===== src/rtl/can_tx_priority_sel.sv =====
// ---------------------------------------------------------------------------
// can_tx_priority_sel
//
// Purpose:
//   Selects the next CAN message to transmit, then hands it to the bit stream
//   processor (BSP). A pending message in the high-priority buffer (HPB) always
//   wins over the TX FIFO. The selected word is popped, latched, offered with a
//   valid/ack handshake, and the BSP result is reported as a txok/txfail pulse.
//
// Optional feature (compile-time macro):
//   CAN_TX_RETRY_EN - when defined, a failed frame is re-offered up to
//   RETRY_LIMIT more times before it is dropped. When undefined, the first
//   failure drops the message and o_retry_cnt stays 0.
//
// Parameters:
//   RETRY_LIMIT      retransmissions allowed after the first attempt (0..15)
//
// Ports:
//   i_sys_clk        system clock, all state changes on its rising edge
//   i_reset          asynchronous active-high reset
//   i_tx_fifo_empty  TX FIFO has no message
//   o_tx_fifo_r_en   one-cycle TX FIFO pop
//   i_tx_fifo_r_data TX FIFO word, valid the cycle after o_tx_fifo_r_en
//   i_hpb_full       HPB holds a message
//   o_hpb_r_en       one-cycle HPB read/clear
//   i_hpb_data       HPB word, valid the cycle after o_hpb_r_en
//   i_tx_enable      core enabled; gates only the start of a new read
//   o_tx_message     message offered to the BSP (ID in [127:96])
//   o_tx_valid       o_tx_message is being offered
//   i_bsp_tx_ack     BSP accepted the offered message
//   i_bsp_tx_done    pulse: frame sent and acknowledged
//   i_bsp_tx_fail    pulse: arbitration lost or error frame
//   o_txok           pulse: message transmitted
//   o_txfail         pulse: message dropped
//   o_txbsy          high whenever a message is in progress
//   o_retry_cnt      retries consumed for the current message
// ---------------------------------------------------------------------------
module can_tx_priority_sel #(
  parameter int unsigned RETRY_LIMIT = 3
) (
  input  logic         i_sys_clk,
  input  logic         i_reset,
  input  logic         i_tx_fifo_empty,
  output logic         o_tx_fifo_r_en,
  input  logic [127:0] i_tx_fifo_r_data,
  input  logic         i_hpb_full,
  output logic         o_hpb_r_en,
  input  logic [127:0] i_hpb_data,
  input  logic         i_tx_enable,
  output logic [127:0] o_tx_message,
  output logic         o_tx_valid,
  input  logic         i_bsp_tx_ack,
  input  logic         i_bsp_tx_done,
  input  logic         i_bsp_tx_fail,
  output logic         o_txok,
  output logic         o_txfail,
  output logic         o_txbsy,
  output logic [3:0]   o_retry_cnt
);

  typedef enum logic [2:0] {
    IDLE,
    RD_HPB,
    RD_FIFO,
    LATCH,
    OFFER,
    WAIT_RES
  } state_t;

  localparam logic [3:0] RETRY_MAX = 4'(RETRY_LIMIT);

`ifdef CAN_TX_RETRY_EN
  localparam logic RETRY_EN = 1'b1;
`else
  localparam logic RETRY_EN = 1'b0;
`endif

  state_t     state;
  state_t     state_next;
  logic       src_hpb;
  logic [3:0] retry_cnt;
  logic       retry_ok;

  // A failed frame may be re-offered only while the retry budget lasts; with
  // the retry feature compiled out this is constant 0, so a failure always
  // drops the message and the counter never moves.
  assign retry_ok    = RETRY_EN && (retry_cnt < RETRY_MAX);
  assign o_retry_cnt = retry_cnt;

  // State register plus the datapath registers. The held message only changes
  // in LATCH, which is the cycle the source's read data is valid. Result
  // pulses are registered so they are clean single-cycle strobes.
  always_ff @(posedge i_sys_clk or posedge i_reset) begin
    if (i_reset) begin
      state        <= IDLE;
      src_hpb      <= 1'b0;
      o_tx_message <= '0;
      retry_cnt    <= '0;
      o_txok       <= 1'b0;
      o_txfail     <= 1'b0;
    end else begin
      state    <= state_next;
      o_txok   <= 1'b0;
      o_txfail <= 1'b0;
      case (state)
        RD_HPB:  src_hpb <= 1'b1;
        RD_FIFO: src_hpb <= 1'b0;
        LATCH: begin
          o_tx_message <= src_hpb ? i_hpb_data : i_tx_fifo_r_data;
          retry_cnt    <= '0;
        end
        WAIT_RES: begin
          // Done takes precedence over a coincident fail.
          if (i_bsp_tx_done) begin
            o_txok <= 1'b1;
          end else if (i_bsp_tx_fail) begin
            if (retry_ok) begin
              retry_cnt <= retry_cnt + 4'd1;
            end else begin
              o_txfail <= 1'b1;
            end
          end
        end
        default: ;
      endcase
    end
  end

  // Next-state logic. Enable only gates leaving IDLE, so a message that has
  // already been read always runs to completion. The HPB is checked first so
  // it wins when both sources are pending in the same cycle.
  always_comb begin
    state_next = state;
    case (state)
      IDLE: begin
        if (i_tx_enable) begin
          if (i_hpb_full) begin
            state_next = RD_HPB;
          end else if (!i_tx_fifo_empty) begin
            state_next = RD_FIFO;
          end
        end
      end
      RD_HPB:  state_next = LATCH;
      RD_FIFO: state_next = LATCH;
      LATCH:   state_next = OFFER;
      OFFER: begin
        if (i_bsp_tx_ack) begin
          state_next = WAIT_RES;
        end
      end
      WAIT_RES: begin
        if (i_bsp_tx_done) begin
          state_next = IDLE;
        end else if (i_bsp_tx_fail) begin
          state_next = retry_ok ? OFFER : IDLE;
        end
      end
      default: state_next = IDLE;
    endcase
  end

  // Handshake outputs are pure state decodes, so reset clears them at once.
  // A read state is only entered when its source reported data.
  always_comb begin
    o_hpb_r_en     = 1'b0;
    o_tx_fifo_r_en = 1'b0;
    o_tx_valid     = 1'b0;
    o_txbsy        = 1'b0;
    if (state == RD_HPB) begin
      o_hpb_r_en = 1'b1;
    end
    if (state == RD_FIFO) begin
      o_tx_fifo_r_en = 1'b1;
    end
    if (state == OFFER) begin
      o_tx_valid = 1'b1;
    end
    if (state != IDLE) begin
      o_txbsy = 1'b1;
    end
  end

endmodule


===== config.mk =====
export PLATFORM = sky130hd
export DESIGN_NAME = can_tx_priority_sel
export DESIGN_NICKNAME = d
export VERILOG_FILES = /design/src/rtl/can_tx_priority_sel.sv
export SDC_FILE = /design/constraint.sdc
export NUM_CORES = 1
export LEC_CHECK = 0
export CORE_AREA = 2 2 155 157
export CTS_CLUSTER_SIZE = 16
export DETAILED_ROUTE_END_ITERATION = 8
export DIE_AREA = 0 0 157 159
export PLACE_DENSITY = 0.65
export RECOVER_POWER = 50
export SLEW_MARGIN = 20
export SYNTH_ARGS = -nofsm -noshare
export SYNTH_HDL_FRONTEND = slang
export SYNTH_SLANG_ARGS = --single-unit

===== constraint.sdc =====
create_clock -name i_sys_clk -period 5.3 [get_ports i_sys_clk]
set_input_delay 0.53 -clock i_sys_clk [delete_from_list [all_inputs] [get_ports i_sys_clk]]
set_output_delay 0.53 -clock i_sys_clk [all_outputs]
set_load 0.01 [all_outputs]

## Word level (Yosys, flattened, before mapping)

Cells that the tools add are included.

- Register bits after elaboration: 134
- Input port bits: 264
- Output and inout bits: 138
- Word-level logic and storage cells: 37

- Equal/unequal tests: 9
- Multiplexer cells: 18
- Reduce and logical (&&, ||, !) cells: 5

Operator list:

| kind | count |
|---|---|
| two-way mux 128 bit | 1 |
| two-way mux 3 bit | 6 |
| case mux 3 bit (5 select lines) | 1 |
| two-way mux 1 bit | 9 |
| == test 3 x 2 -> 1 bit (second input constant) | 2 |
| == test 3 bit (second input constant) | 2 |
| != test 3 bit (second input constant) | 2 |
| != test 2 bit (second input constant) | 2 |
| AND reduction 4 bit | 1 |
| == test 3 x 1 -> 1 bit (second input constant) | 1 |
| zero test 3 bit | 1 |
| nonzero test 3 bit | 1 |
| case mux 1 bit (2 select lines) | 1 |
| nonzero test 2 bit | 1 |
| OR reduction 2 bit | 1 |

## Longest topological paths before layout

- Depth after elaboration: 4
- Depth in mapped cells: 7

## Worst setup path after synthesis

OpenSTA, ideal clock, no wires.

- Kind: register to output
- From: register state[0]
- To: output o_tx_fifo_r_en
- Data arrival time: 0.933 ns
- Required time: 4.770 ns
- Path slack: 3.837 ns
- Cell stages (with the launch flop): 3
- Path buffers: 1
- Path through: dfrtp_1 -> buf_2 -> nor3b_1

- Word-level cells in the longest chain between the ends: 2

Ends and longest elaborated chain:

| element | RTL line | RTL |
|---|---|---|
| start, declared | 78 | `state_t state;` |
| start signal, assigned | 102 | `state <= state_next;` |
| == test 3 x 2 -> 1 bit | 173 | `if (state == RD_FIFO) begin` |
| two-way mux 1 bit | 173 |  |
| end, declared | 44 | `output logic o_tx_fifo_r_en,` |

Every way passes these cells.

## Final worst setup path

- From: register state[2]
- To: register o_tx_message[64]

- Word-level cells in the longest chain between the ends: 1

Ends and longest elaborated chain:

| element | RTL line | RTL |
|---|---|---|
| == test 3 x 2 -> 1 bit | 105 | `case (state)` |
| end signal, assigned | 109 | `o_tx_message <= src_hpb ? i_hpb_data : i_tx_fifo_r_data;` |
| end, declared | 50 | `output logic [127:0] o_tx_message,` |

Every way passes these cells.
A chain may end at the register's enable or synchronous reset.

==> summary.md <==
| Metric | Value |
|---|---|
| # Post-CTS Setup Buffers | `0` |
| Overall routing resource usage | `roughly 16%` |
| Max cap viols | `1` |
| Vias | `5500` |
| CP Cell Sequence | `nand3b_4, clkbuf_4, o21ai_0` |
| Crit-path slowest cell | `clkbuf_4` |
| Grt total ovfl | `0` |
| Clk sinks | `134` |
| Flop-to-flop setup slack | `2.21 ns` |
| Final nets | `roughly 1200` |
| Reg2Reg Depth | `3` |
| Clk Latency, worst-skew pair | `0.41 ns` |
| P&R area growth vs syn | `73.1%` |
| Starting DRT DRC Count | `between 200 and 250` |
| RSZ-0062 raised after global routing | `no` |
| Sequential share of the synthesized area | `between 50% and 60%` |
| RePlAce Congestion | `approximately 0.74` |
| Outcome | `complete, but fails checks` |
| Crit-path max FO | `257` |
| Slowest stage delay, CP | `between 1.5 and 2 ns` |
| Yosys top cell area share | `53.2%` |
| Clock slew at reported path FFs | `about 0.06 ns` |
| Largest net degree at the start of global routing | `about 260` |
| Dpl hpwl | `between 10 and 15 mm` |
| Core ar. | `around 23000 um2` |
| LEAKAGE | `slightly above 5 nW` |
| CP Data Required Time | `around 5.5 ns` |
| DRC | `0` |
| Number of library cell types mapped by synthesis | `27` |
| Hold Violations, Final | `0` |
| Filler cell count | `around 2200` |
| Family with the most delay on the worst path | `buffers and inverters` |
| Mapped cell area | `6300 um2` |
| Worst Path Buf+Inv | `1` |
| PD cells | `roughly 530 nW/um2` |
| FF-to-FF Start | `state[2]` |
| CTS H-Tree Depth | `4` |
| Cell chosen for the clock root | `clkbuf_16` |
| Worst setup SP type | `flip-flop` |
| Port bufs | `between 300 and 400` |
| Vias in the first global route | `approximately 5700` |
| Synth area leaders | `dfrtp_1, mux2i_1, nand2_1, o21ai_0, o21ai_1` |
| Minimum clock period | `3.09 ns` |
| Worst Setup End Kind | `flip-flop` |
| Hold_buf cts | `0` |
| Worst Clk Skew | `around 0.013 ns` |
| Inserted Diodes | `0` |
| # setup viols final | `0` |
| Cell taking the most area after synthesis | `dfrtp_1` |
| Count of pins over their slew limit | `~260` |
| Initial core utilization | `27.2%` |
| First-pass GRT wire length | `just over 30 mm` |
| Tcrit/Tclk final | `about 58%` |
| Critical path depth in cells | `3` |
| TritonCTS buffer count | `17` |
| Routed Antenna Nets | `0` |
| Syn. warnings | `0` |
| Layout cells sized above 1 | `3.79%` |
| Die area | `around 25000 um2` |
| Critical Path Source | `state[2]` |
| Worst-case hold slack | `around 0.47 ns` |
| Post-CTS resize count | `0` |
| Routed WL | `about 20 mm` |
| Fin Setup TNS | `0 ns` |
| Vias/cell | `roughly 4.2` |
| Max_slew headroom | `-63.0%` |
| TritonCTS clock tree | `yes` |
| CTS max path bufs | `2` |
| Avg WL per Cell | `roughly 16 um` |
| Synthesized flop and latch total | `134` |
| Pin slew with the least headroom to its limit | `2.44 ns` |
| Initial antenna violation count | `0` |
| CP Capture Point | `o_tx_message[64]` |
| Hold Path Class | `flip-flop to flip-flop` |
| Worst EP arrival | `roughly 3.3 ns` |
| Die H | `159 um` |
| Mapped Cells | `between 500 and 600` |
| Mean Syn Cell Area | `about 11 um2` |
| Max Fclk | `about 0.32 GHz` |
| # IOs | `402` |
| Failing checks | `max-capacitance violations, max-slew violations` |
| Num rows | `56` |
| Worst IR Drop VDD | `0.360 mV` |
| WS Path Type | `flip-flop to flip-flop` |
| Die Wd | `about 160 um` |
| Worst flop-to-flop path endpoint | `o_tx_message[64]` |
| Total iterations of the first detailed-routing run | `5` |
## cell usage in the layout, fill, tap and decap left out, drive strengths merged, types with 2 or more instances in the layout
| cell | n |
|---|---|
| nand2 | 129 |
| nor2b | 2 |
| clkinvlp | 6 |
| clkbuf | 21 |
| dfrtp | 134 |
| buf | 3 |
| inv | 6 |
| clkdlybuf4s50 | 323 |
| mux2i | 128 |
| nand3b | 2 |
| conb | 4 |
| o21bai | 2 |
| a211oi | 2 |
| o21ai | 130 |
| dlygate4sd3 | 74 |
| nor3b | 2 |
## power by group
part           switching, W  internal, W
clock              0.000473     0.000665
combinational       0.00124      0.00145
sequential         0.000373      0.00154
## stage by stage
stage          area, um2  setup slack, ns  cells  utilization (%)  power, W
2_1_floorplan       6310             1.19    594                -   0.00343
3_3_place_gp       10400             2.96   1264             44.6   0.00475
3_5_place_dp       10400             2.93   1264             44.6   0.00480
4_1_cts            10900             2.90   1296             47.1   0.00597
5_1_grt            10900             1.83   1296             47.0   0.00620
6_report           10900             2.21   1296             47.0   0.00575
## metal layers
| metal | global-route usage (%) | part of all wire (%) |
|---|---|---|
| met1 | 18.5 | 40 |
| met2 | 27.7 | 50 |
| met3 | 5.61 | 8.6 |
| met4 | 4.59 | 1.8 |
| met5 | 0 | 0 |
## how the worst min path moves through the flow
stage	start	endpoint	cells after the start
after floorplan	o_tx_message[34]	o_tx_message[34]	2
after global placement	o_tx_message[111]	o_tx_message[111]	2
after detailed placement	o_tx_message[97]	o_tx_message[97]	2
after CTS	o_tx_message[60]	o_tx_message[60]	2
after global routing	o_tx_message[60]	o_tx_message[60]	2
final	o_tx_message[60]	o_tx_message[60]	2
## state kept, by name (all words and copies together), names as in the netlist
signal / count
o_tx_message: 128
src_hpb: 1
o_txok: 1
o_txfail: 1
state: 3
## Yosys cell counts
library cell and instances:
dfrtp_1 134, nand2_1 129, mux2i_1 128, o21ai_0 77
o21ai_1 52, buf_6 17, clkbuf_1 11, buf_4 10
clkbuf_4 6, buf_2 5, a211oi_1 2, inv_1 2
nor2b_1 2, nor3b_1 2, o21bai_1 2, a21oi_1 1
a221oi_1 1, and3_1 1, and4b_1 1, clkbuf_2 1
conb_1 1, nand2b_1 1, nand3b_1 1, nand3b_4 1
nor2_1 1, o21ai_2 1, or3_1 1
## worst min-delay path, delay by kind of cell, from the launching register on
kind / cells / cell delay [ns]
DFF: 1 / 0.33
and+or+nand+nor: 1 / 0.04
AOI/OAI and AO/OA: 1 / 0.06
## layout make-up
type	count	area, um2	share of cell area, %
clock buffer	20	447	4.10
clock inverter	12	119	1.09
inverter	2	12.5	0.115
multi-input combinational	408	2560	23.5
sequential	134	3360	30.8
tap	319	399	3.66
timing repair buffer	401	4000	36.7
## cells by family (layout without fill, tap and decap cells)
group           after synthesis  after routing  share of synthesized area, %
compound gates              136            136                          11.1
buf+inv                      52            435                          6.20
mux                         128            128                          20.3
simple gates                140            140                          9.08
flops                       134            134                          53.2
other cells                   1              4                        0.0595
(Power assumes the default switching activity.)
